$ cat config.mk
export PLATFORM = sky130hd
export DESIGN_NAME = imem_fetch_ctrl
export DESIGN_NICKNAME = d
export VERILOG_FILES = /design/src/rtl/fetch_pkg.sv /design/src/rtl/imem_fetch_ctrl.sv
export SDC_FILE = /design/constraint.sdc
export NUM_CORES = 1
export LEC_CHECK = 0
export CORE_MARGIN = 3
export CORE_UTILIZATION = 38
export DETAILED_ROUTE_END_ITERATION = 7
export GPL_ROUTABILITY_DRIVEN = 1
export GPL_TIMING_DRIVEN = 0
export HOLD_SLACK_MARGIN = 0.05
export PLACE_DENSITY = 0.81
export SYNTH_ARGS = -nofsm -noshare
export SYNTH_HDL_FRONTEND = slang
export SYNTH_SLANG_ARGS = --single-unit
$ cat constraint.sdc
create_clock -name clk -period 2.1 [get_ports clk]
set_input_delay 0.63 -clock clk [delete_from_list [all_inputs] [get_ports clk]]
set_output_delay 0.63 -clock clk [all_outputs]
set_load 0.005 [all_outputs]
$ cat src/rtl/fetch_pkg.sv
`default_nettype none
// ============================================================================
//  Module      : fetch_pkg
//  Description : Shared types and defaults for the instruction fetch sequencer
//  Revision    : 1.0 - initial release
// ============================================================================
package fetch_pkg;

  // Fetch sequencer states
  typedef enum logic [1:0] {
    ST_IDLE = 2'd0,
    ST_RUN  = 2'd1,
    ST_HALT = 2'd2
  } fetch_state_e;

  // Default PC width in words (memory depth 2^DEF_ADDR_W)
  localparam int DEF_ADDR_W = 5;

  // Instruction value that stops fetching
  localparam logic [31:0] DEF_HALT_WORD = 32'h0000_0000;

endpackage : fetch_pkg
`default_nettype wire

$ cat src/rtl/imem_fetch_ctrl.sv
`default_nettype none
// ============================================================================
//  Module      : imem_fetch_ctrl
//  Description : Fetch sequencer owning the PC into a combinational-read
//                instruction memory. Captures each returned word into a
//                one-entry output register with valid/ready toward decode,
//                applies branch redirects with flush, and halts on HALT_WORD.
//  Revision    : 1.0 - initial release
// ============================================================================
module imem_fetch_ctrl
  import fetch_pkg::*;
#(
  parameter int                 ADDR_W    = DEF_ADDR_W,
  parameter int                 DATA_W    = 32,
  parameter int                 RESET_PC  = 0,
  parameter logic [DATA_W-1:0]  HALT_WORD = DATA_W'(DEF_HALT_WORD),
  parameter int                 CNT_W     = 16
) (
  input  logic              clk,
  input  logic              rst_n,
  input  logic              start,
  output logic [31:0]       imem_pc,
  input  logic [DATA_W-1:0] imem_instr,
  input  logic              redirect_valid,
  input  logic [31:0]       redirect_pc,
  output logic              out_valid,
  input  logic              out_ready,
  output logic [DATA_W-1:0] out_instr,
  output logic [31:0]       out_pc,
  output logic              halted,
  output logic [CNT_W-1:0]  fetch_count
);

  localparam logic [ADDR_W-1:0] C_RESET_PC = ADDR_W'(RESET_PC);
  localparam logic [CNT_W-1:0]  C_CNT_MAX  = {CNT_W{1'b1}};

  fetch_state_e      state_q, state_d;
  logic [ADDR_W-1:0] pc_q, pc_d;
  logic              out_valid_q, out_valid_d;
  logic [DATA_W-1:0] out_instr_q, out_instr_d;
  logic [ADDR_W-1:0] out_pc_q, out_pc_d;
  logic [CNT_W-1:0]  fetch_count_q, fetch_count_d;

  logic              w_fetch;
  logic              w_is_halt;

  // Only the low ADDR_W bits of the redirect target address the memory
  logic              unused_redirect_hi;
  assign unused_redirect_hi = ^redirect_pc[31:ADDR_W];

  // A fetch happens when running, not redirected, and the output slot frees up
  assign w_fetch   = (state_q == ST_RUN) && !redirect_valid && (!out_valid_q || out_ready);
  assign w_is_halt = (imem_instr == HALT_WORD);

  // Next-state logic: redirect dominates, otherwise consume / fetch / start
  always_comb begin
    state_d       = state_q;
    pc_d          = pc_q;
    out_valid_d   = out_valid_q;
    out_instr_d   = out_instr_q;
    out_pc_d      = out_pc_q;
    fetch_count_d = fetch_count_q;

    // Decode draining the slot frees it regardless of state
    if (out_valid_q && out_ready) begin
      out_valid_d = 1'b0;
    end

    if (redirect_valid) begin
      // Flush the pending entry even if it is being accepted this cycle
      pc_d        = redirect_pc[ADDR_W-1:0];
      out_valid_d = 1'b0;
      if (start && (state_q != ST_RUN)) begin
        state_d = ST_RUN;
      end
    end else begin
      case (state_q)
        ST_IDLE: begin
          if (start) begin
            state_d = ST_RUN;
          end
        end
        ST_HALT: begin
          // Resume at the PC still parked on the halt word
          if (start) begin
            state_d = ST_RUN;
          end
        end
        ST_RUN: begin
          if (w_fetch) begin
            if (w_is_halt) begin
              // Halt word is not delivered and the PC stays on it
              state_d     = ST_HALT;
              out_valid_d = 1'b0;
            end else begin
              out_instr_d = imem_instr;
              out_pc_d    = pc_q;
              out_valid_d = 1'b1;
              pc_d        = pc_q + ADDR_W'(1);
              if (fetch_count_q != C_CNT_MAX) begin
                fetch_count_d = fetch_count_q + CNT_W'(1);
              end
            end
          end
        end
        default: begin
          state_d = ST_IDLE;
        end
      endcase
    end
  end

  // State, PC and output register; reset discards any pending entry at once
  always_ff @(posedge clk or negedge rst_n) begin
    if (!rst_n) begin
      state_q       <= ST_IDLE;
      pc_q          <= C_RESET_PC;
      out_valid_q   <= 1'b0;
      out_instr_q   <= '0;
      out_pc_q      <= '0;
      fetch_count_q <= '0;
    end else begin
      state_q       <= state_d;
      pc_q          <= pc_d;
      out_valid_q   <= out_valid_d;
      out_instr_q   <= out_instr_d;
      out_pc_q      <= out_pc_d;
      fetch_count_q <= fetch_count_d;
    end
  end

  // All outputs come straight from registers
  assign imem_pc     = 32'(pc_q);
  assign out_valid   = out_valid_q;
  assign out_instr   = out_instr_q;
  assign out_pc      = 32'(out_pc_q);
  assign halted      = (state_q == ST_HALT);
  assign fetch_count = fetch_count_q;

endmodule : imem_fetch_ctrl
`default_nettype wire

==> summary.md, run 1 <==
| Metric | Value |
|---|---|
| VDD IR max | 0.3837 mV |
| Area grow syn2layout | 53.57% |
| DRT Pass-1 Iters | 6 |
| Endpoints failing hold | 0 |
| Power Density | about 700 nW/µm² |
| Post-layout util | approximately three fifths |
| Initial antenna violation count | 0 |
| Worst-Margin Slew | 0.5515 ns |
| Maxcap violations | 0 |
| TritonCTS clock tree | yes |
| Fmax achieved | between 400 and 500 MHz |
| Final min period | between 2 and 2.5 ns |
| WL/cell | 13.68 µm |
| Met2 wire len | around 3700 µm |
| Synth Flop Type | dfrtp_1 |
| Share of layout cells above drive strength 1 | between 30% and 40% |
| Syn Area/Cell | approximately 12 µm² |
| ANT cells | 0 |
| Flop-to-flop setup slack | approximately 0.070 ns |
| Routed wl met3 | roughly 570 µm |
| Total number of vias | about 2300 |
| Reg-to-reg endpoint | fetch_count[8] |
| Asr flop ratio synth | between 90% and 100% |
| Pre-CTS WS | -1.005 ns |
| Pin count of the biggest net entering global routing | 41 |
| Synth top area share | 50.08% |
| Clock buffer depth | 2 |
| Number of DRC markers in iteration 0 | 47 |
| Final worst-path cycle share | 103.3% |
| Slew headroom | 63.10% |
| CP cell instances | buf_8, nor4_4, nand2_1, or4_4, nand3b_1, mux2_4, mux2_4 |
| Post-Syn Instances | between 200 and 300 |
| Crit-path most repeated cell | mux2_4 |
| Die Y | ~96 µm |
| Clk Latency, worst-skew pair | roughly 0.33 ns |
| Data required time of the worst path | ~2.3 ns |
| IO Port Bufs | roughly 100 |
| Final slew viol count | 0 |
| Crit path DAT | approximately 2.4 ns |
| Die ar. | 9132 µm² |
| Worst min path class | in2async |
| Worst setup EP type | register |
| Routability cong. | between 0.8 and 0.9 |
| All-Layer GR Usage | 15.94% |
| Status | complete, but fails checks |
| Post-detailed-route count of antenna-violating nets | 0 |
| DRC Markers | 0 |
| Setup WS post-layout | -0.06911 ns |
| DRT Wirelength | ~7300 µm |
| Synth Warn # | 0 |
| First-pass GRT wire length | between 10000 and 15000 µm |
| Detailed placement HPWL | 5417 µm |
| Vias per cell | around 4.3 |
| Root buffer cell | clkbuf_8 |
| Max Used Layer | met4 |
| Count of final setup violators | 33 |
| Clk_skew | approximately 0.0080 ns |
| Buf/Inv on CP | 1 |
| Total power | 0.003326 W |
| CTS Hold Buffers Added | 0 |
| IO Count | 183 |
| Htree depth | 3 |
| Seq cells post-synth | ~60 |
| RSZ-0062 raised after global routing | yes |
| Die X | 95.56 µm |
| CP peak stage delay | 0.59 ns |
| Area leader, netlist | dfrtp_1 |
| # clock sinks | 61 |
| Startpoint Class | primary input |
| Distinct cell type count after synthesis | 32 |
| DRT met1 WL | between 2000 and 3000 µm |
| Vias in the first global route | 2236 |
| Failing checks | setup timing |
| Synth Cell Area | 3048 µm² |
| Register area share after synthesis | between 50% and 60% |
| Worst setup path class | in2reg |
| FILL cells | ~650 |
| Leakage Power | 2.157 nW |
| Placement Rows | 32 |
| Initial Util | ~40% |
| Post-synth EDFFs | 0 |
| Total grt overflow | 0 |
| Crit path max-delay family | simple AND/OR/NAND/NOR gates |
| Max FO, Critical Path | 4 |
| RR Startpoint | fetch_count[0] |
| Nets | between 400 and 500 |
| Register-to-Register Path Depth | 8 |
| Area contributors post-synth | dfrtp_1 (50%), mux2_2 (15%), buf_4 (14%) |
| Clk slew on worst S/H paths | 0.07 ns |
| Total core area | roughly 7800 µm² |
| Crit-path slowest cell | or4_4 |
| Num CTS Buffers | 9 |
## metal layers
| layer | GRT usage (%) | vias up |
|---|---|---|
| li1 | - | 1119 |
| met1 | 20.18 | 1102 |
| met2 | 25.59 | 86 |
| met3 | 5.525 | 7 |
| met4 | 4.976 | 0 |
| met5 | 0 | - |
## placed cells by master (no fill, tap or decap), types with 5 or more instances in the layout
cell,count
mux2_2,39
dfrtp_1,61
nand3_1,6
nand2_1,11
buf_4,57
and3_1,5
conb_1,54
nand4_1,5
nor2_1,8
nor4_4,5
clkdlybuf4s50_1,67
buf_6,11
clkbuf_8,10
xnor2_1,11
xor2_1,5
buf_2,15
## cell type report
class                           instances  area (µm²)  area share, %
Sequential cell                        61        1526          32.61
Multi-Input combinational cell        186        1391          29.72
Clock inverter                          2       10.01         0.2138
Inverter                                2       7.507         0.1604
Clock buffer                           13       148.9          3.181
Buffer                                 61       489.2          10.45
Tap cell                              102       127.6          2.727
Timing Repair Buffer                  105       979.7          20.93
## state kept, by name (all words and copies together), names as in the netlist
register / count
out_instr: 32
out_valid: 1
state_q: 2
out_pc_q: 5
pc_q: 5
fetch_count: 16
## synth_stat cells, types with 3 or more instances
library cell	instances
xnor2_1	11
buf_4	57
dfrtp_1	61
mux2_2	41
nand3_1	10
nand4_1	5
nor2_1	10
o21ai_0	3
xor2_1	5
and3_1	5
nor4_1	8
buf_6	4
nand2_1	14
## repair_timing
| item | 4_1_cts | 5_1_grt |
|---|---|---|
| endpoints found under the setup margin | 61 | 51 |
| setup buffers | 3 | 0 |
| pin swaps | 17 | 5 |
| gates resized for setup | 132 | 5 |
## power breakdown
part           internal (W)  leakage (nW)  switching, W  total (W)
registers           0.00136         0.741      0.000148    0.00150
logic              0.000621          1.33      0.000322   0.000943
clock network      0.000451        0.0833      0.000428   0.000879
total               0.00243          2.16      0.000898    0.00333
## through the flow
| step | instance area, µm² | setup TNS, ns | hold slack (ns) | cells |
|---|---|---|---|---|
| 2_1_floorplan | 3327 | -10.52 | 0.3344 | 311 |
| 3_3_place_gp | 4466 | -149.75 | 0.4811 | 514 |
| 3_5_place_dp | 4481 | -54.61 | 0.4878 | 515 |
| 4_1_cts | 4672 | -0.2197 | 0.2689 | 532 |
| 5_1_grt | 4681 | -3.317 | 0.2775 | 532 |
| 6_report | 4681 | -0.7330 | 0.2644 | 532 |
## cell families after synthesis
kind of cell    share of synthesized area, %
other cells                           0.1230
flops                                  50.08
buf+inv                                15.89
simple gates                           11.41
xor+xnor                               4.598
compound gates                         1.560
mux                                    15.52
fa+ha+maj                             0.8209
## how the worst max path moves through the flow
stage,cells past startpoint,from,slack [ns],to
global placement,1,rst_n,-1.57,state_q[0]
CTS,7,imem_instr[30],-0.04,pc_q[1]
floorplan,7,imem_instr[1],-0.26,pc_q[1]
finish,7,imem_instr[27],-0.07,pc_q[1]
detailed placement,9,imem_instr[1],-1.01,fetch_count[12]
global route,7,imem_instr[10],-0.11,pc_q[1]
No activity file was read; power rests on OpenSTA's default activity.
==> inputs of run 2 (changes only) <==
MAX_ROUTING_LAYER = met4   (was default)
==> run 2 against run 1 <==
  * The run still ends with setup timing left
  * Clock skew hardly changed
  * Critical path depth did not move
  * First-iteration DRC count increased by 60%
  * Combinational power hardly changed
  * Register-to-register slack about the same
  * Global-route usage grew 0.42 points
  * Routed wire length is 0.25% lower
  * Critical path type unchanged
  * Critical endpoint unchanged
==> summary.md, run 2 (synthesis results as in run 1) <==
| Metric | Value |
|---|---|
| Initial Util | 39.24% (unchanged) |
| Sequential Area | 1526 µm² (unchanged) |
| Post-detailed-route count of antenna-violating nets | 0 (unchanged) |
| DRC Markers | 0 (unchanged) |
| DRT Pass-1 Iters | 4 (-2) |
| FILL cells | 649 (unchanged) |
| Critical path depth in cells | 7 (unchanged) |
| Post-layout util | 60.26% (unchanged) |
| Crit path DAT | 2.39 ns (about the same) |
| Flop-to-flop setup slack | 0.08 ns (about the same) |
| Htree depth | 3 (unchanged) |
| DRT met1 WL | 3036 µm (+2.8%) |
| Met2 wire len | 3709 µm (+0.95%) |
| Net Sw Frac | 26.84% (-0.16 points) |
| Area grow syn2layout | 53.57% (unchanged) |
| IO Count | 183 (unchanged) |
| ANT cells | 0 (unchanged) |
| Endpoints failing hold | 0 (unchanged) |
| Setup WS post-layout | -0.08174 ns (-0.01262 ns) |
| CTS Hold Buffers Added | 0 (unchanged) |
| Share of layout cells above drive strength 1 | 38.60% (unchanged) |
| Final std cells w/o fill | 532 (unchanged) |
| Num CTS Buffers | 9 (unchanged) |
| Vias in the first global route | 2241 (+0.22%) |
| Worst min path class | in2async |
| Fmax achieved | 458.4 MHz (-0.58%) |
| Max FO, Critical Path | 4 (unchanged) |
| WL/cell | 13.65 µm (-0.25%) |
| Register-to-Register Path Depth | 8 (unchanged) |
| Pint | 0.002428 W (about the same) |
| Routed wl met3 | 473 µm (-16%) |
| Failing checks | setup timing |
| All-Layer GR Usage | 16.37% (+0.42 points) |
| Clk pwr share | 26.3% (about the same) |
| Detailed placement HPWL | 5417 µm (unchanged) |
| Leakage Power | 2.157 nW (unchanged) |
| Critical path capture point | pc_q[1] |
| NetSw | 0.0008910 W (-0.78%) |
| Power Density | 709.1 nW/µm² (-0.20%) |
| Total number of vias | 2307 (-0.30%) |
| Clk_skew | 0.007899 ns (-0.0001108 ns) |
| Reg-to-reg endpoint | fetch_count[8] |
| Placed cell area | 4481 µm² (unchanged) |
| Total core area | 7767 µm² (unchanged) |
| Root buffer cell | clkbuf_8 |
| Die Y | 95.56 µm (unchanged) |
| Worst setup path class | in2reg |
| Crit path launch | imem_instr[27] |
| Crit-path slowest cell | or4_4 |
| Maxcap violations | 0 (unchanged) |
| Total grt overflow | 0 (unchanged) |
| Slew headroom | 63.10% (about the same) |
| Clock buffer depth | 2 (unchanged) |
| CP cell instances | buf_8, nor4_4, nand2_1, or4_4, nand3b_1, mux2_4, mux2_4 |
| Final worst-path cycle share | 103.9% (+0.60 points) |
| Hold_ws | 0.2676 ns (+0.003152 ns) |
| Buf/Inv on CP | 1 (unchanged) |
| Die X | 95.56 µm (unchanged) |
| CP peak stage delay | 0.60 ns (about the same) |
| Nets | 497 (unchanged) |
| DRT Wirelength | 7261 µm (-0.25%) |
| # clock sinks | 61 (unchanged) |
| VDD IR max | 0.3843 mV (+0.15%) |
| Clk slew on worst S/H paths | 0.06 ns (about the same) |
| RSZ-0062 raised after global routing | yes |
| Crit path max-delay family | simple AND/OR/NAND/NOR gates |
| Final min period | 2.182 ns (+0.01262 ns) |
| Max Used Layer | met4 |
| Routability cong. | 0.8233 (+1.5%) |
| IO Port Bufs | 101 (unchanged) |
| Initial antenna violation count | 0 (unchanged) |
| Count of final setup violators | 43 (+30%) |
| Placement Rows | 32 (unchanged) |
| Data required time of the worst path | 2.31 ns (about the same) |
| Worst-Margin Slew | 0.5514 ns (-0.00004220 ns) |
| Worst setup EP type | register |
| RR Startpoint | fetch_count[0] |
| Commonest cells after routing, fill and taps aside | clkdlybuf4s50_1 (67), dfrtp_1 (61), buf_4 (57) |
| Final instance area | 4681 µm² (unchanged) |
| First-pass GRT wire length | 10980 µm (-0.38%) |
| TritonCTS clock tree | yes |
| Sequential Power Share | 45.3% (about the same) |
| Leading cell type in the layout, fill and taps excluded | clkdlybuf4s50_1 |
| Vias per cell | 4.336 (-0.30%) |
| Inst Count DP | 515 (unchanged) |
| Final slew viol count | 0 (unchanged) |
| Status | complete, but fails checks |
| Number of DRC markers in iteration 0 | 75 (+60%) |
| Pin count of the biggest net entering global routing | 41 (unchanged) |
| Largest register FFs | 32 (unchanged) |
| Startpoint Class | primary input |
| Crit-path most repeated cell | mux2_4 |
| Comb pwr share | 28.4% (about the same) |
| Die ar. | 9132 µm² (unchanged) |
| Clk Latency, worst-skew pair | 0.33 ns (about the same) |
| Footprint of the multi-input gates | 1391 µm² (unchanged) |
[run 2: cell counts in the layout (fill, tap and decap cells not counted)]
Identical to the previous run, type by type.
[run 2: worst min path at each step]
stage / slack [ns] / cells after the start / end / startpoint
6_report: 0.27 / 1 / out_instr[8] / rst_n
5_1_grt: 0.28 / 1 / out_instr[8] / rst_n
4_1_cts: 0.27 / 1 / out_instr[8] / rst_n
3_5_place_dp: 0.49 / 1 / fetch_count[5] / fetch_count[5]
3_3_place_gp: 0.48 / 1 / fetch_count[8] / fetch_count[8]
2_1_floorplan: 0.33 / 0 / fetch_count[0] / rst_n
[run 2: layout make-up]
class | instances | share of cell area, %
tap | 102 | 2.727
sequential | 61 | 32.61
clock inverter | 2 | 0.2138
clock buffer | 13 | 3.181
timing repair buffer | 105 | 20.93
buffer | 61 | 10.45
multi-input combinational | 186 | 29.72
inverter | 2 | 0.1604
[run 2: routing by layer]
| metal | vias up | global-route usage, % |
|---|---|---|
| met5 | - | - |
| met4 | 0 | 6.398 |
| met3 | 3 | 3.710 |
| met2 | 84 | 25.83 |
| met1 | 1102 | 20.43 |
| li1 | 1118 | - |
[run 2: what timing repair did]
| action | 4_1_cts | 5_1_grt |
|---|---|---|
| endpoints found under the setup margin | 61 | 51 |
| pin swaps | 17 | 5 |
| gates resized for setup | 132 | 5 |
| hold endpoints to repair | 0 | 0 |
| setup buffers | 3 | 0 |
[run 2: stage by stage]
stage	setup TNS, ns	total power, W	worst slack (ns)
final	-1.139	0.003319	-0.08174
after global routing	-3.465	0.003518	-0.1189
after CTS	-0.2197	0.003358	-0.04030
after detailed placement	-54.61	0.002458	-1.005
after global placement	-149.75	0.002430	-1.568
after floorplan	-10.52	0.001900	-0.2572
[run 2: power by group through the flow]
stage                     logic (W)  clock network [W]  registers [W]
after floorplan            0.000380                  0        0.00152
after global placement     0.000916                  0        0.00151
after detailed placement   0.000936                  0        0.00152
after CTS                  0.000947           0.000908        0.00150
after global routing        0.00103           0.000961        0.00153
final                      0.000943           0.000874        0.00150
[run 2: worst register-to-register path, stage by stage (launching register included)]
cell,delay [ns]
dfrtp_1,0.42
ha_1,0.22
nand3_1,0.13
nor2_2,0.25
nand4_1,0.20
and3_1,0.24
buf_6,0.13
and4_1,0.20
xor2_1,0.14
==> inputs of run 3 (changes only) <==
REMOVE_ABC_BUFFERS = 1   (was default)
==> run 3 against run 2 <==
  * The flow still finishes with violations (setup timing)
  * Count of clock-buffer cells in the layout down 1
  * Die area unchanged
  * Sequential power about the same
  * Largest power group unchanged
==> summary.md, run 3 (synthesis results as in run 1) <==
| Metric | Value |
|---|---|
| Vias per cell | 4.603 (+6.1%) |
| Clk_skew | 0.009630 ns (+0.001732 ns) |
| Num CTS Buffers | 9 (unchanged) |
| Comb pwr share | 25.4% (-3.0 points) |
| Htree depth | 3 (unchanged) |
| Die Y | 95.56 µm (unchanged) |
| Final std cells w/o fill | 478 (-10%) |
| Die X | 95.56 µm (unchanged) |
| Leakage Power | 1.870 nW (-13%) |
| Sequential Power Share | 45.0% (-0.3 points) |
| Share of layout cells above drive strength 1 | 28.72% (-9.9 points) |
| Pre-CTS WS | -1.556 ns (-0.5509 ns) |
| Register-to-Register Path Depth | 7 (-1) |
| Clock buffer depth | 2 (unchanged) |
| First-pass GRT wire length | 10900 µm (-0.75%) |
| TritonCTS clock tree | yes |
| Placed cell area | 3924 µm² (-12%) |
| DRC Markers | 0 (unchanged) |
| Routability cong. | 0.7653 (-7.0%) |
| CTS Hold Buffers Added | 0 (unchanged) |
| IO Port Bufs | 101 (unchanged) |
| Post-detailed-route count of antenna-violating nets | 0 (unchanged) |
| IO Count | 183 (unchanged) |
| DRT Wirelength | 7050 µm (-2.9%) |
| Crit path DAT | 2.46 ns (+0.07 ns) |
| Failing checks | setup timing |
| WL/cell | 14.75 µm (+8.1%) |
| Maxcap violations | 0 (unchanged) |
| Initial antenna violation count | 0 (unchanged) |
| Final instance area | 4280 µm² (-8.6%) |
| Total grt overflow | 0 (unchanged) |
| Worst-Margin Slew | 0.7234 ns (+0.1720 ns) |
| Sequential Area | 1528 µm² (about the same) |
| Net Sw Frac | 26.19% (-0.65 points) |
| Status | complete, but fails checks |
| Fmax achieved | 444.2 MHz (-3.1%) |
| Hold_ws | 0.3528 ns (+0.08521 ns) |
| Final min period | 2.251 ns (+0.06947 ns) |
| Worst setup EP type | register |
| Data required time of the worst path | 2.31 ns (about the same) |
| # clock sinks | 61 (unchanged) |
| Total number of vias | 2200 (-4.6%) |
| Final worst-path cycle share | 107.2% (+3.3 points) |
| Endpoints failing hold | 0 (unchanged) |
| Worst setup path class | in2reg |
| All-Layer GR Usage | 16.21% (-0.15 points) |
| Initial Util | 39.24% (unchanged) |
| Largest register FFs | 32 (unchanged) |
| Number of DRC markers in iteration 0 | 21 (-72%) |
| ANT cells | 0 (unchanged) |
| Clk Latency, worst-skew pair | 0.33 ns (about the same) |
| Total core area | 7767 µm² (unchanged) |
| Setup WS post-layout | -0.1512 ns (-0.06947 ns) |
| FILL cells | 683 (+5.2%) |
| DRT Pass-1 Iters | 4 (unchanged) |
| Area grow syn2layout | 40.44% |
| Commonest cells after routing, fill and taps aside | clkdlybuf4s50_1 (67), dfrtp_1 (60), conb_1 (54) |
| RSZ-0062 raised after global routing | yes |
| Clk pwr share | 29.6% (+3.3 points) |
| Power Density | 781.5 nW/µm² (+10%) |
| VDD IR max | 0.4337 mV (+13%) |
| Slew headroom | 51.77% (-11 points) |
| Die ar. | 9132 µm² (unchanged) |
| Count of final setup violators | 41 (-4.7%) |
| Pint | 0.002469 W (+1.7%) |
| Detailed placement HPWL | 4873 µm (-10%) |
| Vias in the first global route | 2194 (-2.1%) |
| NetSw | 0.0008761 W (-1.7%) |
| Placement Rows | 32 (unchanged) |
| Inst Count DP | 453 (-12%) |
| Total power | 0.003345 W (+0.78%) |
| Final slew viol count | 0 (unchanged) |
| Footprint of the multi-input gates | 1429 µm² (+2.7%) |
| Nets | 444 (-11%) |
| Pin count of the biggest net entering global routing | 33 (-20%) |
| Worst min path class | in2async |
| Clk slew on worst S/H paths | 0.07 ns (about the same) |
| Startpoint Class | primary input |
| Max FO, Critical Path | 6 (+2) |
| Leading cell type in the layout, fill and taps excluded | clkdlybuf4s50_1 |
| Root buffer cell | clkbuf_8 |
-- run 3: power groups by stage --
stage | clock network, W | registers, W | logic (W)
finish | 0.000989 | 0.00150 | 0.000851
global route | 0.00107 | 0.00153 | 0.000942
CTS | 0.00102 | 0.00150 | 0.000843
detailed placement | 0 | 0.00152 | 0.000823
global placement | 0 | 0.00152 | 0.000806
floorplan | 0 | 0.00152 | 0.000276
-- run 3: worst paths after layout --
path / from / endpoint / slack (ns)
worst max-delay path: imem_instr[8] / pc_q[1] / -0.15
worst min-delay path: rst_n / fetch_count[6] / 0.35
worst max register to register: state_q[1] / fetch_count[4] / 0.15
worst min register to register: fetch_count[8] / fetch_count[8] / 0.49
max in group asynchronous: rst_n / out_instr[29] / 1.12
min in group clk: fetch_count[8] / fetch_count[8] / 0.49
-- run 3: cell type report --
| type | instances | area share, % |
|---|---|---|
| multi-input combinational | 189 | 33.38 |
| sequential | 61 | 35.69 |
| clock inverter | 2 | 0.8185 |
| clock buffer | 12 | 3.391 |
| tap | 102 | 2.982 |
| inverter | 2 | 0.1754 |
| timing repair buffer | 110 | 23.56 |
-- run 3: worst max-delay path, stage by stage --
cell and delay [ns]:
buf_8 0.10, nor4_4 0.28, nand2_1 0.10, or4_4 0.63
nand3b_1 0.15, mux2_4 0.30, mux2_4 0.26
-- run 3: per-layer routing --
| layer | vias to the layer above | GRT usage, % | wire [µm] |
|---|---|---|---|
| met5 | - | - | 0 |
| met4 | 0 | 6.872 | 91 |
| met3 | 13 | 5.288 | 663 |
| met2 | 115 | 25.07 | 3519 |
| met1 | 1061 | 19.41 | 2776 |
| li1 | 1011 | - | - |
-- run 3: what timing repair did --
| item | in CTS | in global routing |
|---|---|---|
| gates resized for setup | 118 | 20 |
| setup buffers | 5 | 3 |
| setup endpoints to repair | 61 | 60 |
| gates cloned | 1 | 2 |
| pin swaps | 17 | 9 |
-- run 3: through the flow --
step / setup TNS (ns) / utilization (%)
5_1_grt: -4.255 / 55.11
6_report: -1.851 / 55.11
3_3_place_gp: -173.94 / 50.32
3_5_place_dp: -77.93 / 50.52
4_1_cts: -2.632 / 53.72
2_1_floorplan: -25.41 / -
